File: src/rtl/pad_input_conditioner.sv
// rtl/pad_input_conditioner.sv - input pad synchroniser, glitch filter, edge detector and event register
module pad_input_conditioner #(
  parameter int   SYNC_STAGES = 2,
  parameter int   CNT_WIDTH   = 8,
  parameter logic RESET_VAL   = 1'b0
) (
  input  logic                 clk_i,
  input  logic                 rst_i,
  input  logic                 pad_in_i,
  input  logic                 filter_en_i,
  input  logic [CNT_WIDTH-1:0] filter_len_i,
  output logic                 pad_value_o,
  output logic                 rise_o,
  output logic                 fall_o,
  output logic                 event_valid_o,
  input  logic                 event_ready_i,
  output logic                 event_rise_o,
  output logic                 event_overflow_o,
  input  logic                 clr_overflow_i
);

  typedef enum logic {IDLE, COUNT} state_t;

  logic [SYNC_STAGES-1:0] sync_q;
  logic                   sync_out;
  state_t                 state, next_state;
  logic [CNT_WIDTH-1:0]   cnt, next_cnt;
  logic                   next_value;
  logic                   edge_seen;

  assign sync_out  = sync_q[SYNC_STAGES-1];
  assign edge_seen = rise_o | fall_o;

  // Plain shift-register synchroniser for the asynchronous pad value
  always_ff @(posedge clk_i) begin
    if (rst_i) begin
      sync_q <= {SYNC_STAGES{RESET_VAL}};
    end else begin
      sync_q <= {sync_q[SYNC_STAGES-2:0], pad_in_i};
    end
  end

  // Filter FSM state, stability counter, conditioned level and edge pulses
  always_ff @(posedge clk_i) begin
    if (rst_i) begin
      state       <= IDLE;
      cnt         <= '0;
      pad_value_o <= RESET_VAL;
      rise_o      <= 1'b0;
      fall_o      <= 1'b0;
    end else begin
      state       <= next_state;
      cnt         <= next_cnt;
      pad_value_o <= next_value;
      rise_o      <= next_value & ~pad_value_o;
      fall_o      <= ~next_value & pad_value_o;
    end
  end

  // Next level: bypass follows the synchroniser, filter needs a stable run of len+1 cycles
  always_comb begin
    next_state = state;
    next_cnt   = cnt;
    next_value = pad_value_o;
    if (!filter_en_i) begin
      next_state = IDLE;
      next_cnt   = '0;
      next_value = sync_out;
    end else begin
      case (state)
        IDLE: begin
          if (sync_out != pad_value_o) begin
            if (filter_len_i == '0) begin
              next_value = ~pad_value_o;
            end else begin
              next_cnt   = CNT_WIDTH'(1);
              next_state = COUNT;
            end
          end
        end
        COUNT: begin
          if (sync_out == pad_value_o) begin
            next_cnt   = '0;
            next_state = IDLE;
          end else if (cnt >= filter_len_i) begin
            // >= so a live lowering of the length below cnt toggles at once
            next_value = ~pad_value_o;
            next_cnt   = '0;
            next_state = IDLE;
          end else begin
            next_cnt = cnt + CNT_WIDTH'(1);
          end
        end
        default: begin
          next_cnt   = '0;
          next_state = IDLE;
        end
      endcase
    end
  end

  // One-entry event register: oldest event kept, lost edges set the sticky overflow
  always_ff @(posedge clk_i) begin
    if (rst_i) begin
      event_valid_o    <= 1'b0;
      event_rise_o     <= 1'b0;
      event_overflow_o <= 1'b0;
    end else begin
      if (edge_seen && (!event_valid_o || event_ready_i)) begin
        event_valid_o <= 1'b1;
        event_rise_o  <= rise_o;
      end else if (event_valid_o && event_ready_i) begin
        event_valid_o <= 1'b0;
      end
      if (edge_seen && event_valid_o && !event_ready_i) begin
        event_overflow_o <= 1'b1;
      end else if (clr_overflow_i) begin
        event_overflow_o <= 1'b0;
      end
    end
  end

endmodule
File: config.mk
export PLATFORM = sky130hd
export DESIGN_NAME = pad_input_conditioner
export DESIGN_NICKNAME = d
export VERILOG_FILES = /design/src/rtl/pad_input_conditioner.sv
export SDC_FILE = /design/constraint.sdc
export NUM_CORES = 1
export LEC_CHECK = 0
export CORE_MARGIN = 3
export CORE_UTILIZATION = 52
export CTS_BUF_LIST = sky130_fd_sc_hd__clkbuf_8
export CTS_CLUSTER_DIAMETER = 40
export CTS_CLUSTER_SIZE = 12
export DETAILED_ROUTE_END_ITERATION = 8
export PLACE_DENSITY = 0.85
export SLEW_MARGIN = 20
export SYNTH_ARGS = -nofsm -noshare
export SYNTH_HDL_FRONTEND = slang
export SYNTH_SLANG_ARGS = --single-unit
File: constraint.sdc
create_clock -name clk_i -period 2.62 [get_ports clk_i]
set_clock_uncertainty 0.05 [all_clocks]
set_input_delay 0.524 -clock clk_i [delete_from_list [all_inputs] [get_ports clk_i]]
set_output_delay 0.524 -clock clk_i [all_outputs]
set_load 0.02 [all_outputs]
==> run_results.csv, run 1 <==
group,metric,value,unit
status,run_status,"finished, final reports clean",
clock_network,cts_tree,"built",
worst_setup_path,required,2.75,ns
logic_synthesis,synth_top_family_by_area,"simple AND/OR/NAND/NOR gates",
route,drt-initial-drc-count,19,
worst_hold_path,hold_path.class,"flop to flop",
cells_and_area,drive_gt1_frac,0.06522,
route,wl,2505,um
worst_setup_path,cp_num_cells,8,
global_route,grt_pass1_vias,988,
logic_synthesis,ys.flop_type,"dfxtp_1",
placement,dp_slack,-0.1507,ns
route,drcViolationCount,0,
route,drtPass1Iterations,4,
clock_network,htree_levels,1,
worst_setup_path,cp_slowest_stage_delay,0.48,ns
logic_synthesis,synth-xor-area-share,0.02491,
global_route,grt-ovfl-total,0,
global_route,grt_pass1_wl,4022,um
timing,holdWs,0.4040,ns
logic_synthesis,yosysMostFrequentCell,"dfxtp_1",
worst_setup_path,cp_max_fo,8,
placement,gp_congestion,0.8669,
floorplanning,start_util,0.5635,
worst_setup_path,r2r_start,"cnt[0]$_SDFFE_PP0P_",
route,ant_nets,0,
logic_synthesis,syn_avg_cell_area,8.661,um^2
route,vias,979,
floorplanning,coreArea,1783,um^2
timing,clock.fmax,0.4019,GHz
power,p_leak,0.4975,nW
timing,fin_crit,2.488,ns
worst_setup_path,cp_cell_sequence,"clkdlybuf4s50_1 > inv_1 > ha_1 > and2_4 > a221o_1 > nor3_4 > nand3_1 > a31oi_1",
global_route,track_usage,0.2172,
logic_synthesis,synth_compound_area_frac,0.1905,
cells_and_area,fin_nets,162,
cells_and_area,antenna_cells,0,
worst_setup_path,r2r-end,"pad_value_o$_SDFF_PP0_",
timing,drv_slew,0,
worst_setup_path,slowest_stage,"clkdlybuf4s50_1",
global_route,grt_start_max_net_pins,13,
clock_network,insertion_delay,0.26,ns
worst_setup_path,critPathKind,"input pin to flop",
route,avgRoutedWirePerCell,15.37,um
logic_synthesis,syn-instance-count,116,
logic_synthesis,ys_seq_elements,17,
worst_setup_path,arrival,2.62,ns
placement,portBuffers,19,
logic_synthesis,yosysSeqAreaShare,0.3387,
logic_synthesis,muxShareOfSynthArea,0.009963,
clock_network,clk_pin_slew_worst_paths,0.06,ns
cells_and_area,fin_cells,163,
floorplanning,row_count,15,
timing,worst_pin_slew,0.4835,ns
logic_synthesis,synth.distinct_cells,37,
cells_and_area,fin_area,1265,um^2
logic_synthesis,synth_edf_count,0,
placement,hpwl,1921,um
clock_network,cts_buffers,3,
cells_and_area,fin_util,0.7095,
clock_network,cts_buffer_depth,2,
logic_synthesis,yosys-top-cells-count,"dfxtp_1, inv_1, ha_1, nand3_1, a31oi_1",
global_route,antenna_found_initial,0,
clock_network,cts_root_buf,"clkbuf_8",
logic_synthesis,ys_async_sr_fraction,0,
logic_synthesis,syn_nets,139,
timing,hold_violations,0,
timing,fin_ws,0.1317,ns
clock_network,ctsHoldBuffers,0,
floorplanning,dieHeight,49.96,um
worst_setup_path,crit_start,"filter_len_i[7]",
timing,rsz0062_at_grt,"no",
cells_and_area,fillCellCount,141,
logic_synthesis,yosysWarnings,0,
placement,dp_cells,159,
floorplanning,die_area,2496,um^2
logic_synthesis,synth-simple-area-share,0.2677,
power,powerDensity,417.2,nW/um^2
worst_setup_path,cp_top_family,"simple AND/OR/NAND/NOR gates",
worst_setup_path,worst_r2r_path_depth,7,
floorplanning,io_pins,20,
logic_synthesis,synth_top_cell_area_share,0.3387,
floorplanning,die_width,49.96,um
worst_setup_path,critPathCaptureType,"flop",
timing,fin_crit_sh,0.9497,
route,viasPerCell,6.006,
placement,dpl_cell_area,1219,um^2
clock_network,cts_num_sinks,17,
worst_setup_path,cp_num_buf_inv,2,
worst_setup_path,r2r_setup_slack,0.43,ns
logic_synthesis,synth_area_leaders,"dfxtp_1, ha_1, a31oi_1",
worst_setup_path,endpoint,"cnt[3]$_SDFFE_PP0P_",
logic_synthesis,netlist_area,1005,um^2
logic_synthesis,yosys.area.top_type,"dfxtp_1",
logic_synthesis,synth_fa_ha_area_frac,0.1121,
cells_and_area,areaGrowthSynthToFinish,25.90,%
timing,slew_headroom,0.6769,
clock_network,post-cts-setup-buffer-count,0,
power,vdd_ir_drop_max,0.2810,mV
job,drv_cap,0,
timing,setup_viol,0,
worst_setup_path,start_kind,"input pin",
## kinds of logic after synthesis
group / Yosys count
mux: 1
buf+inv: 13
simple gates: 46
compound gates: 28
fa+ha+maj: 9
xor+xnor: 2
flops: 17
## area by class of cell
cell class	instances	area (um^2)	area share
Multi-Input combinational cell	86	609.3	0.4817
Sequential cell	17	340.3	0.2690
Timing Repair Buffer	20	197.7	0.1563
Clock buffer	3	41.29	0.03264
Inverter	11	41.29	0.03264
Tap cell	25	31.28	0.02473
Clock inverter	1	3.754	0.002967
## layout by cell type, fill, tap and decap left out, types with 2 or more instances in the layout
cell type	synthesis	layout
inv_1	11	12
dfxtp_1	17	17
nand2_1	5	5
clkdlybuf4s50_1	0	19
a21oi_1	7	7
or3_1	2	2
nor4b_1	2	2
and3_1	3	3
a31oi_1	8	8
o211ai_1	2	2
nor2b_1	3	3
nor4_1	2	2
clkbuf_8	0	3
nand4b_1	2	2
nand3_1	9	9
nand2b_1	6	6
nor2_1	7	7
ha_1	9	9
## where the power goes
part	internal [W]	switching, W	total, W	leakage (nW)
registers	0.000262	0.00000361	0.000266	0.138
logic	0.0000370	0.0000312	0.0000682	0.333
clock network	0.000104	0.0000893	0.000194	0.0269
## through the flow
step	TNS (ns)	total power, W
2_1_floorplan	0	0.0003051
3_3_place_gp	0	0.0003347
3_5_place_dp	-0.6742	0.0003384
4_1_cts	0	0.0005291
5_1_grt	0	0.0005440
6_report	0	0.0005277
## flip-flops by register name, indices dropped and copies added (netlist names)
register	cells
cnt	8
rise_o	1
event_overflow_o	1
sync_q	2
fall_o	1
pad_value_o	1
event_rise_o	1
state	1
event_valid_o	1
## layer usage
layer / part of all wire / routed length (um) / global-route usage
met5: 0 / 0 / 0
met2: 0.52 / 1297 / 0.3678
met4: 0.043 / 108 / 0.1475
met1: 0.39 / 977 / 0.2296
met3: 0.049 / 123 / 0.06344
## worst min path at each step
stage | startpoint | endpoint | cells after the start
2_1_floorplan | sync_q[0]$_SDFF_PP0_ | sync_q[1]$_SDFF_PP0_ | 1
3_3_place_gp | sync_q[0]$_SDFF_PP0_ | sync_q[1]$_SDFF_PP0_ | 1
3_5_place_dp | sync_q[0]$_SDFF_PP0_ | sync_q[1]$_SDFF_PP0_ | 1
4_1_cts | sync_q[0]$_SDFF_PP0_ | sync_q[1]$_SDFF_PP0_ | 1
5_1_grt | sync_q[0]$_SDFF_PP0_ | sync_q[1]$_SDFF_PP0_ | 1
6_report | sync_q[0]$_SDFF_PP0_ | sync_q[1]$_SDFF_PP0_ | 1
## timing repair
| action | in CTS | in global routing |
|---|---|---|
| endpoints found under the setup margin | 0 | 1 |
| hold endpoints to repair | 0 | 0 |
| resized for setup | 0 | 1 |
No activity file was read; power rests on OpenSTA's default activity.
==> run 2: changes to the inputs <==
--- a/config.mk
+++ b/config.mk
@@ -5,12 +5,14 @@
 export SDC_FILE = /design/constraint.sdc
 export NUM_CORES = 1
 export LEC_CHECK = 0
+export ABC_CLOCK_PERIOD_IN_PS = 2620
 export CORE_MARGIN = 3
 export CORE_UTILIZATION = 52
 export CTS_BUF_LIST = sky130_fd_sc_hd__clkbuf_8
 export CTS_CLUSTER_DIAMETER = 40
 export CTS_CLUSTER_SIZE = 12
 export DETAILED_ROUTE_END_ITERATION = 8
+export GPL_TIMING_DRIVEN = 0
 export PLACE_DENSITY = 0.85
 export SLEW_MARGIN = 20
 export SYNTH_ARGS = -nofsm -noshare
==> run 2 against run 1 <==
Effect of this change: die area did not move; design area fell by 0.30%; worst hold slack got worse by 0.0010 ns; utilization fell by 0.21 points; cell count did not move; highest routed layer unchanged; total power fell by 2.4%; register-to-register slack improved by 0.11 ns; sequential cell count did not move; largest cell class unchanged.
==> run_results.csv, run 2 (same netlist as run 1, synthesis figures left out) <==
group,metric,value,unit
floorplanning,io_pins,20,
cells_and_area,drive_gt1_frac,0.06522,
timing,drv_slew,0,
route,drt-initial-drc-count,23,
route,wl,2278,um
worst_setup_path,cp_max_fo,8,
worst_setup_path,worst_r2r_path_depth,7,
floorplanning,die_area,2496,um^2
placement,dpl_cell_area,1216,um^2
clock_network,ctsHoldBuffers,0,
cells_and_area,layout_commonest_cell,"clkdlybuf4s50_1",
route,ant_nets,0,
cells_and_area,layout_common_cells,"clkdlybuf4s50_1, dfxtp_1, inv_1, nand3_1, ha_1",
cells_and_area,largest_register_ffs,8,
placement,portBuffers,18,
global_route,antenna_found_initial,0,
cells_and_area,areaGrowthSynthToFinish,25.53,%
global_route,grt_pass1_wl,3808,um
clock_network,cts_buffers,3,
cells_and_area,fin_nets,162,
route,drcViolationCount,0,
timing,rsz0062_at_grt,"no",
cells_and_area,fin_cells,163,
worst_setup_path,cp_cell_sequence,"clkdlybuf4s50_1 > inv_1 > ha_1 > and2_4 > a221o_1 > nor3_4 > nand3_1 > a31oi_1",
clock_network,cts_root_buf,"clkbuf_8",
clock_network,clk_pin_slew_worst_paths,0.06,ns
worst_setup_path,slowest_stage,"clkdlybuf4s50_1",
route,avgRoutedWirePerCell,13.98,um
cells_and_area,largestRegisters,"cnt (8), sync_q (2)",
timing,setup_viol,0,
worst_setup_path,cp_slowest_stage_delay,0.48,ns
worst_hold_path,hold_path.class,"flop to flop",
placement,dp_cells,159,
timing,fin_crit,2.460,ns
route,viasPerCell,5.669,
clock_network,ctsResizeCount,0,
floorplanning,start_util,0.5635,
clock_network,htree_levels,1,
worst_setup_path,start_kind,"input pin",
power,powerDensity,408.6,nW/um^2
placement,gp_congestion,0.8113,
floorplanning,dieHeight,49.96,um
cells_and_area,antenna_cells,0,
floorplanning,row_count,15,
timing,slew_headroom,0.7432,
worst_setup_path,arrival,2.58,ns
route,drtPass1Iterations,4,
cells_and_area,fin_area,1261,um^2
clock_network,cts_num_sinks,17,
power,p_leak,0.4957,nW
worst_hold_path,hold_path_depth,1,
clock_network,cts_tree,"built",
floorplanning,coreArea,1783,um^2
job,drv_cap,0,
placement,hpwl,1809,um
global_route,grt_pass1_vias,893,
status,run_status,"finished, final reports clean",
timing,clock.fmax,0.4066,GHz
clock_network,cts_buffer_depth,2,
timing,fin_crit_sh,0.9388,
clock_network,post-cts-setup-buffer-count,0,
timing,holdWs,0.4030,ns
worst_setup_path,required,2.74,ns
worst_setup_path,critPathCaptureType,"flop",
timing,worst_pin_slew,0.3755,ns
global_route,grt-ovfl-total,0,
worst_setup_path,critPathKind,"input pin to flop",
global_route,track_usage,0.1996,
clock_network,insertion_delay,0.25,ns
cells_and_area,largest_register,"cnt",
global_route,grt_start_max_net_pins,11,
timing,hold_violations,0,
power,vdd_ir_drop_max,0.3756,mV
route,vias,924,
floorplanning,die_width,49.96,um
[run 2: through the flow]
stage	util	worst slack (ns)	total power, W	TNS [ns]
2_1_floorplan	-	0.5793	0.0003051	0
3_3_place_gp	0.6821	-0.06915	0.0003323	-0.2125
3_5_place_dp	0.6821	-0.08689	0.0003347	-0.4124
4_1_cts	0.7074	0.1627	0.0005176	0
5_1_grt	0.7074	0.02128	0.0005357	0
6_report	0.7074	0.1604	0.0005153	0
[run 2: metal layers]
| layer | track usage | vias to the layer above | wire (um) | share of wire |
|---|---|---|---|---|
| met5 | 0 | - | 0 | 0 |
| met4 | 0.05069 | 0 | 13 | 0.0057 |
| met3 | 0.05740 | 2 | 84 | 0.037 |
| met2 | 0.3458 | 18 | 1162 | 0.51 |
| met1 | 0.2393 | 427 | 1017 | 0.45 |
| li1 | - | 477 | - | - |
[run 2: area by class of cell]
type	instances	area [um^2]
Multi-Input combinational cell	86	608.1
Fill cell	140	521.8
Sequential cell	17	340.3
Timing Repair Buffer	18	180.2
Clock buffer	3	41.29
Inverter	11	41.29
Tap cell	25	31.28
Buffer	2	15.01
Clock inverter	1	3.754
[run 2: path summary, 6_finish.rpt]
check	from	end	slack, ns
worst max-delay path	filter_len_i[7]	cnt[4]$_SDFFE_PP0P_	0.16
worst min-delay path	sync_q[0]$_SDFF_PP0_	sync_q[1]$_SDFF_PP0_	0.40
worst max register to register	cnt[0]$_SDFFE_PP0P_	pad_value_o$_SDFF_PP0_	0.54
worst min register to register	sync_q[0]$_SDFF_PP0_	sync_q[1]$_SDFF_PP0_	0.40
[run 2: where the power goes]
part	internal, W	leakage, nW	switching [W]	total, W
clock	0.000104	0.0269	0.0000818	0.000186
sequential	0.000262	0.138	0.00000369	0.000266
combinational	0.0000346	0.331	0.0000289	0.0000636
total	0.000401	0.496	0.000114	0.000515
[run 2: worst max-delay path, delay by kind of cell]
family | cells | cell delay [ns]
adders and majority gates | 1 | 0.32
and+or+nand+nor | 3 | 0.65
AOI/OAI and AO/OA | 2 | 0.57
buffers and inverters | 2 | 0.53
